$ cat config.mk
export PLATFORM = sky130hd
export DESIGN_NAME = taxi_eth_tx_tag_track
export DESIGN_NICKNAME = d
export VERILOG_FILES = /design/src/rtl/taxi_eth_tx_tag_track.sv
export SDC_FILE = /design/constraint.sdc
export NUM_CORES = 1
export LEC_CHECK = 0
export ABC_AREA = 0
export BUFFER_PORTS_ARGS = -buffer_cell sky130_fd_sc_hd__buf_2
export CAP_MARGIN = 10
export CORE_UTILIZATION = 30
export CTS_CLUSTER_SIZE = 20
export DETAILED_ROUTE_END_ITERATION = 16
export REMOVE_ABC_BUFFERS = 1
export SLEW_MARGIN = 20
export SYNTH_ARGS = -nofsm -noshare
export SYNTH_HDL_FRONTEND = slang
export SYNTH_SLANG_ARGS = --single-unit
$ cat constraint.sdc
create_clock -name clk -period 12.8 [get_ports clk]
set_input_delay 2.56 -clock clk [delete_from_list [all_inputs] [get_ports clk]]
set_output_delay 2.56 -clock clk [all_outputs]
set_load 0.01 [all_outputs]
$ cat src/rtl/taxi_eth_tx_tag_track.sv
// Tag tracker in front of the MAC TX path: stamps each outgoing frame with a free
// hardware tag, remembers the requester ID per tag, and maps MAC completions back.
module taxi_eth_tx_tag_track #(
    parameter int DATA_W  = 64,
    parameter int KEEP_W  = DATA_W / 8,
    parameter int USER_W  = 1,
    parameter int REQ_W   = 8,
    parameter int TX_ID_W = 8,
    parameter int TAG_W   = 4,
    parameter int TS_W    = 96
) (
    input  logic                  clk,
    input  logic                  rst,

    input  logic [DATA_W-1:0]     s_axis_tx_tdata_i,
    input  logic [KEEP_W-1:0]     s_axis_tx_tkeep_i,
    input  logic                  s_axis_tx_tvalid_i,
    output logic                  s_axis_tx_tready_o,
    input  logic                  s_axis_tx_tlast_i,
    input  logic [REQ_W-1:0]      s_axis_tx_tid_i,
    input  logic [USER_W-1:0]     s_axis_tx_tuser_i,

    output logic [DATA_W-1:0]     m_axis_tx_tdata_o,
    output logic [KEEP_W-1:0]     m_axis_tx_tkeep_o,
    output logic                  m_axis_tx_tvalid_o,
    input  logic                  m_axis_tx_tready_i,
    output logic                  m_axis_tx_tlast_o,
    output logic [TX_ID_W-1:0]    m_axis_tx_tid_o,
    output logic [USER_W-1:0]     m_axis_tx_tuser_o,

    input  logic [TS_W-1:0]       s_axis_cpl_tdata_i,
    input  logic                  s_axis_cpl_tvalid_i,
    output logic                  s_axis_cpl_tready_o,
    input  logic [TAG_W-1:0]      s_axis_cpl_tid_i,

    output logic [TS_W-1:0]       m_axis_cpl_tdata_o,
    output logic [(TS_W+7)/8-1:0] m_axis_cpl_tkeep_o,
    output logic                  m_axis_cpl_tvalid_o,
    input  logic                  m_axis_cpl_tready_i,
    output logic                  m_axis_cpl_tlast_o,
    output logic [REQ_W-1:0]      m_axis_cpl_tid_o,

    output logic [TAG_W:0]        stat_inflight,
    output logic                  stat_err_unk_tag,
    output logic                  stat_alloc_stall
);

    localparam int TAG_N = 2 ** TAG_W;

    logic [TAG_N-1:0] free_q, free_d;
    logic [TAG_W:0]   inflight_q, inflight_d;
    logic             active_q, active_d;
    logic [TAG_W-1:0] cur_tag_q;
    logic             cpl_vld_q;
    logic [TS_W-1:0]  cpl_data_q;
    logic [REQ_W-1:0] cpl_id_q;
    logic             err_q;
    logic [REQ_W-1:0] id_table [TAG_N];

    logic [TAG_W-1:0] sel_tag;
    logic             tx_block, tx_hs, alloc;
    logic             cpl_rdy, cpl_hs, cpl_hit, cpl_unk;

    // Lowest-index free tag from the registered bitmap only
    always_comb begin
        sel_tag = '0;
        for (int i = TAG_N - 1; i >= 0; i--) begin
            if (free_q[i]) sel_tag = TAG_W'(i);
        end
    end

    assign tx_block = !active_q && !(|free_q);
    assign tx_hs    = s_axis_tx_tvalid_i && s_axis_tx_tready_o;
    assign alloc    = tx_hs && !active_q;
    assign active_d = tx_hs ? !s_axis_tx_tlast_i : active_q;

    assign s_axis_tx_tready_o = m_axis_tx_tready_i && !tx_block;
    assign m_axis_tx_tvalid_o = s_axis_tx_tvalid_i && !tx_block;
    assign m_axis_tx_tdata_o  = s_axis_tx_tdata_i;
    assign m_axis_tx_tkeep_o  = s_axis_tx_tkeep_i;
    assign m_axis_tx_tlast_o  = s_axis_tx_tlast_i;
    assign m_axis_tx_tuser_o  = s_axis_tx_tuser_i;
    assign m_axis_tx_tid_o    = TX_ID_W'(active_q ? cur_tag_q : sel_tag);
    assign stat_alloc_stall   = s_axis_tx_tvalid_i && tx_block;

    assign cpl_rdy = !cpl_vld_q || m_axis_cpl_tready_i;
    assign cpl_hs  = s_axis_cpl_tvalid_i && cpl_rdy;
    assign cpl_hit = cpl_hs && !free_q[s_axis_cpl_tid_i];
    assign cpl_unk = cpl_hs && free_q[s_axis_cpl_tid_i];

    // Allocation and free never target the same tag, so both apply in one cycle
    always_comb begin
        free_d = free_q;
        if (alloc)   free_d[sel_tag] = 1'b0;
        if (cpl_hit) free_d[s_axis_cpl_tid_i] = 1'b1;
        inflight_d = inflight_q;
        if (alloc && !cpl_hit)      inflight_d = inflight_q + 1'b1;
        else if (!alloc && cpl_hit) inflight_d = inflight_q - 1'b1;
    end

    always_ff @(posedge clk or posedge rst) begin
        if (rst) begin
            free_q     <= '1;
            inflight_q <= '0;
            active_q   <= 1'b0;
            cur_tag_q  <= '0;
            cpl_vld_q  <= 1'b0;
            err_q      <= 1'b0;
        end else begin
            free_q     <= free_d;
            inflight_q <= inflight_d;
            active_q   <= active_d;
            err_q      <= cpl_unk;
            if (alloc)   cur_tag_q <= sel_tag;
            if (cpl_rdy) cpl_vld_q <= cpl_hit;
        end
    end

    always_ff @(posedge clk) begin
        if (alloc) id_table[sel_tag] <= s_axis_tx_tid_i;
        if (cpl_hit) begin
            cpl_data_q <= s_axis_cpl_tdata_i;
            cpl_id_q   <= id_table[s_axis_cpl_tid_i];
        end
    end

    assign s_axis_cpl_tready_o = cpl_rdy;
    assign m_axis_cpl_tvalid_o = cpl_vld_q;
    assign m_axis_cpl_tdata_o  = cpl_data_q;
    assign m_axis_cpl_tid_o    = cpl_id_q;
    assign m_axis_cpl_tlast_o  = 1'b1;
    assign m_axis_cpl_tkeep_o  = '1;
    assign stat_inflight       = inflight_q;
    assign stat_err_unk_tag    = err_q;

endmodule

After elaboration in Yosys (flattened, before gate mapping)
Memories as Yosys holds them, arrays and structs flattened. A register that Yosys moved wholly into a read port is not among the register bits.
Cells that the tools add are included.
{ "word_totals": {"ff_bits": 124, "ram_bits": 128, "inputBits": 188, "out_inout_bits": 210, "elab_cells": 70, "n_memories": 1} }
{ "memory_table": {"columns": ["memory", "words", "word_bits", "read_ports", "rd_ports_with_merged_regs", "wr", "line", "rtl"], "rows": [
  ["id_table", 16, 8, 1, 1, 1, "58", "logic [REQ_W-1:0] id_table [TAG_N];"]
]} }
{ "op_classes": {"addsub": 2, "order_cmp": 4, "mux": 29, "bitwise_logic": 3, "reduce_logical": 24} }
{ "op_table": {"columns": ["operator", "n"], "rows": [
  ["2-to-1 mux 4 bit", 17],
  ["2-to-1 mux 16 bit", 2],
  ["AND 16 bit", 1],
  ["NOT 16 bit", 1],
  ["OR 16 bit", 1],
  ["OR reduction 16 bit", 1],
  ["logical AND 1 bit", 13],
  ["< comparator 4 x 5 -> 1 bit, second input constant", 2],
  ["2-to-1 mux 5 bit", 2],
  ["demux 1 bit (select 4 bit)", 2],
  ["greater-or-equal comparator 4 x 1 -> 1 bit, second input constant", 2],
  ["zero test 1 bit", 8],
  ["adder 5 x 1 -> 5 bit, second input constant", 1],
  ["2-to-1 mux 1 bit", 5],
  ["subtractor 5 x 1 -> 5 bit, second input constant", 1],
  ["binary-select mux 1 bit (select 4 bit)", 1],
  ["nonzero test 2 bit", 1],
  ["logical OR 1 bit", 1]
]} }

Longest topological paths before layout
{ "depth": {"ltp_word": 25, "mapped_depth": 13, "depth_no_buf": 12} }

Least setup slack after synthesis
Ideal clock, no wire load.
{ "synth_path": {"path_type": "input port to flip-flop", "startpoint": "input port s_axis_cpl_tid_i[1]", "endpoint": "register cpl_data_q[0], in the netlist m_axis_cpl_tdata_o[0] (enable)", "t_arrival_ns": 5.907, "required_ns": 12.343, "path_slack_ns": 6.436, "path_stages": 6, "n_path_buf": 1, "path_cell_list": "buf_2 > mux4_2 > mux2_2 > mux2i_1 > nand3_1 > inv_1"} }
{ "synth_via": {"elab_chain_cells": 4} }
{ "synth_rtl": {"columns": ["item", "line", "rtl"], "rows": [
  ["start, declared", "34", "input logic [TAG_W-1:0] s_axis_cpl_tid_i,"],
  ["binary-select mux 1 bit (select 4 bit)", "88", "assign cpl_hit = cpl_hs && !free_q[s_axis_cpl_tid_i];"],
  ["2-to-1 mux 1 bit (implied by the code)", "88", null],
  ["zero test 1 bit", "88", null],
  ["logical AND 1 bit", "88", null],
  ["named net cpl_hit", "62", "logic cpl_rdy, cpl_hs, cpl_hit, cpl_unk;"],
  ["end signal, assigned", "122", "cpl_data_q <= s_axis_cpl_tdata_i;"],
  ["end, declared", "55", "logic [TS_W-1:0] cpl_data_q;"]
]} }
The timed path passes the listed nets, and every way through them passes these cells. The select of a mux whose other input is x is not followed.
A chain may end at the register's enable or synchronous reset.

Final worst setup path
{ "layout_path": {"startpoint": "input port s_axis_cpl_tid_i[1]", "endpoint": "register cpl_data_q[72], in the netlist m_axis_cpl_tdata_o[72] (enable)"} }
The elaborated chain is that of the path after synthesis.

==> flow_metrics.tcl <==
set metrics [dict create \
    synth.avg_cell_area_um2 18.2 \
    min-delay-start "stat_inflight[4]" \
    diodes 0 \
    finClkSkew_ns 0.0234 \
    ys_seq_area_frac 0.726 \
    fin_crit_sh 0.438 \
    drive_gt1_frac 0.472 \
    antenna_left 0 \
    ir_worst_vdd_mv 0.108 \
    crit_arrival_ns 5.79 \
    reg2reg_slack_ns 9.50 \
    clock_latency_ns 0.55 \
    worst_pin_slew_ns 1.06 \
    gp_congestion 0.841 \
    grtUsageTotal 0.163 \
    timing.final.max_slew_violations 0 \
    cts_max_level 1 \
    dieWidth_um 190 \
    syn2layout_area_growth_pct 18.3 \
    antenna_found_initial 0 \
    post_drt_wl_per_cell_um 24.2 \
    rsz0062_at_grt "false" \
    dp_hpwl_mm 21.1 \
    synthFlopType "edfxtp_1" \
    critPathLaunchType "input pin" \
    hp-class "reg2reg" \
    cts_tree "built" \
    grt_pass1_vias 5715 \
    post-route-drc-count 0 \
    rows 68 \
    end_kind "register" \
    status "completed" \
    drt_iter0_drc 306 \
    fin_nets 948 \
    grt_pass1_wl_mm 41.6 \
    power_uw 2300 \
    setup_viol 0 \
    worstSetupStartpoint "s_axis_cpl_tid_i[1]" \
    wl_mm 29.8 \
    maxCapViolCount 0 \
    layout_commonest_cell "buf_2" \
    clock-sinks 260 \
    ctsHoldBuffers 0 \
    clockBufferDepth 3 \
    relSlewSlack 0.291 \
    hold_violations 0 \
    start_util 0.306 \
    fp.coreArea_um2 34600 \
    netlist_area_um2 10600 \
    clockRootBuffer "clkbuf_16" \
    postCtsSetupRepairBufs 0 \
    setup-tns-final_ns 0 \
    fmax_mhz 178 \
    fin_util 0.362 \
    grt_overflow 0 \
    grt_max_degree 61 \
    syn_inst 581 \
    async_flop_share 0.108 \
    crit_fanout 60 \
    critPathKind "in2reg" \
    cts_resized 0 \
    mostFrequentLayoutCells "buf_2, edfxtp_1, mux4_2" \
    yosys_warnings 0 \
    synth_seq_cells 260 \
    period_minus_slack_ns 5.61 \
    netlist-cell-type-count 60 \
    power_density_nw_per_um2 183 \
    leakagePower_uw 0.00458 \
    dr.pass1.iters 6 \
    clk_pin_slew_ns 0.06 \
    die_h_um 190 \
    vias 5775 \
    numPortBuffers 234 \
    worstReg2RegStart "free_q[0]" \
    worstPathRequired_ns 12.98 \
    place_ws_ns 6.61 \
    die_area_um2 36000 \
    viasPerCell 4.70 \
    synth_edf_count 232 \
    setup_ws_ns 7.19 \
    ios 398 \
    cts_buffers 28 \
]
metal layers:
layer  vias up  wire length (um)  track usage
li1       2490                 -            -
met1      2828             11500        0.192
met2       409             13700        0.258
met3        38              3850       0.0878
met4        10               414       0.0257
met5         -               313       0.0659
final timing paths:
path                                           to  cells after the start
max reg2reg                m_axis_cpl_tdata_o[72]                      6
max                        m_axis_cpl_tdata_o[72]                      8
min in group asynchronous        stat_inflight[0]                      2
min reg2reg                      stat_inflight[4]                      1
min                              stat_inflight[4]                      1
max in group asynchronous            cur_tag_q[1]                      2
final cells by class:
cell class / count / area [um2]
tap: 455 / 569
clock buffer: 34 / 723
inverter: 16 / 62.6
fill: 3262 / 22100
clock inverter: 16 / 131
timing repair buffer: 238 / 1200
sequential: 260 / 7690
multi-input combinational: 211 / 2150
cells by family after synthesis:
group / after synthesis / synth area share
buf+inv: 125 / 0.0797
other cells: 2 / 0.000709
fa+ha+maj: 5 / 0.00662
compound gates: 48 / 0.0365
flops: 260 / 0.726
simple gates: 85 / 0.0454
mux: 51 / 0.101
xor+xnor: 5 / 0.00414
sequential cells by signal, summed over array words and instances, names as in the netlist:
name                 count
m_axis_cpl_tvalid_o      1
active_q                 1
free_q                  16
m_axis_cpl_tid_o         8
cur_tag_q                4
m_axis_cpl_tdata_o      96
stat_inflight            5
stat_err_unk_tag         1
id_table               128
per-stage QoR:
step	std cells	instance area (um2)	hold slack (ns)
detailed placement	1180	11700	0.454
finish	1230	12500	0.470
CTS	1230	12500	0.471
global route	1230	12500	0.478
floorplan	487	9860	0.452
global placement	1180	11700	0.465
cell usage after synthesis (4+ instances only):
master    count  area, um2
a21o_1        4       30.0
a21oi_1       6       30.0
buf_2         8       40.0
buf_4        91        683
clkbuf_1      7       26.3
dfrtp_1      12        300
dfstp_2      16        420
edfxtp_1    232       6970
ha_1          4       50.1
inv_1        15       56.3
mux2_2        5       56.3
mux4_2       44        991
nand2_1      22       82.6
nand2b_1      4       25.0
nand3_1       8       40.0
nor2_1       18       67.6
nor3_1       10       50.1
o21ai_0       9       45.0
o31ai_1       4       30.0
worst max-delay path, stage by stage:
cell,delay [ns]
buf_2,0.09
buf_4,0.51
mux4_2,0.60
mux2_2,0.30
mux2i_1,0.24
nand3_1,0.20
inv_4,0.48
buf_4,0.70
where the power goes:
| group | switching (uW) | internal [uW] | total, uW |
|---|---|---|---|
| Clock | 320 | 424 | 744 |
| Combinational | 249 | 167 | 416 |
| Sequential | 71.4 | 1060 | 1140 |
No activity file was read; power rests on OpenSTA's default activity.
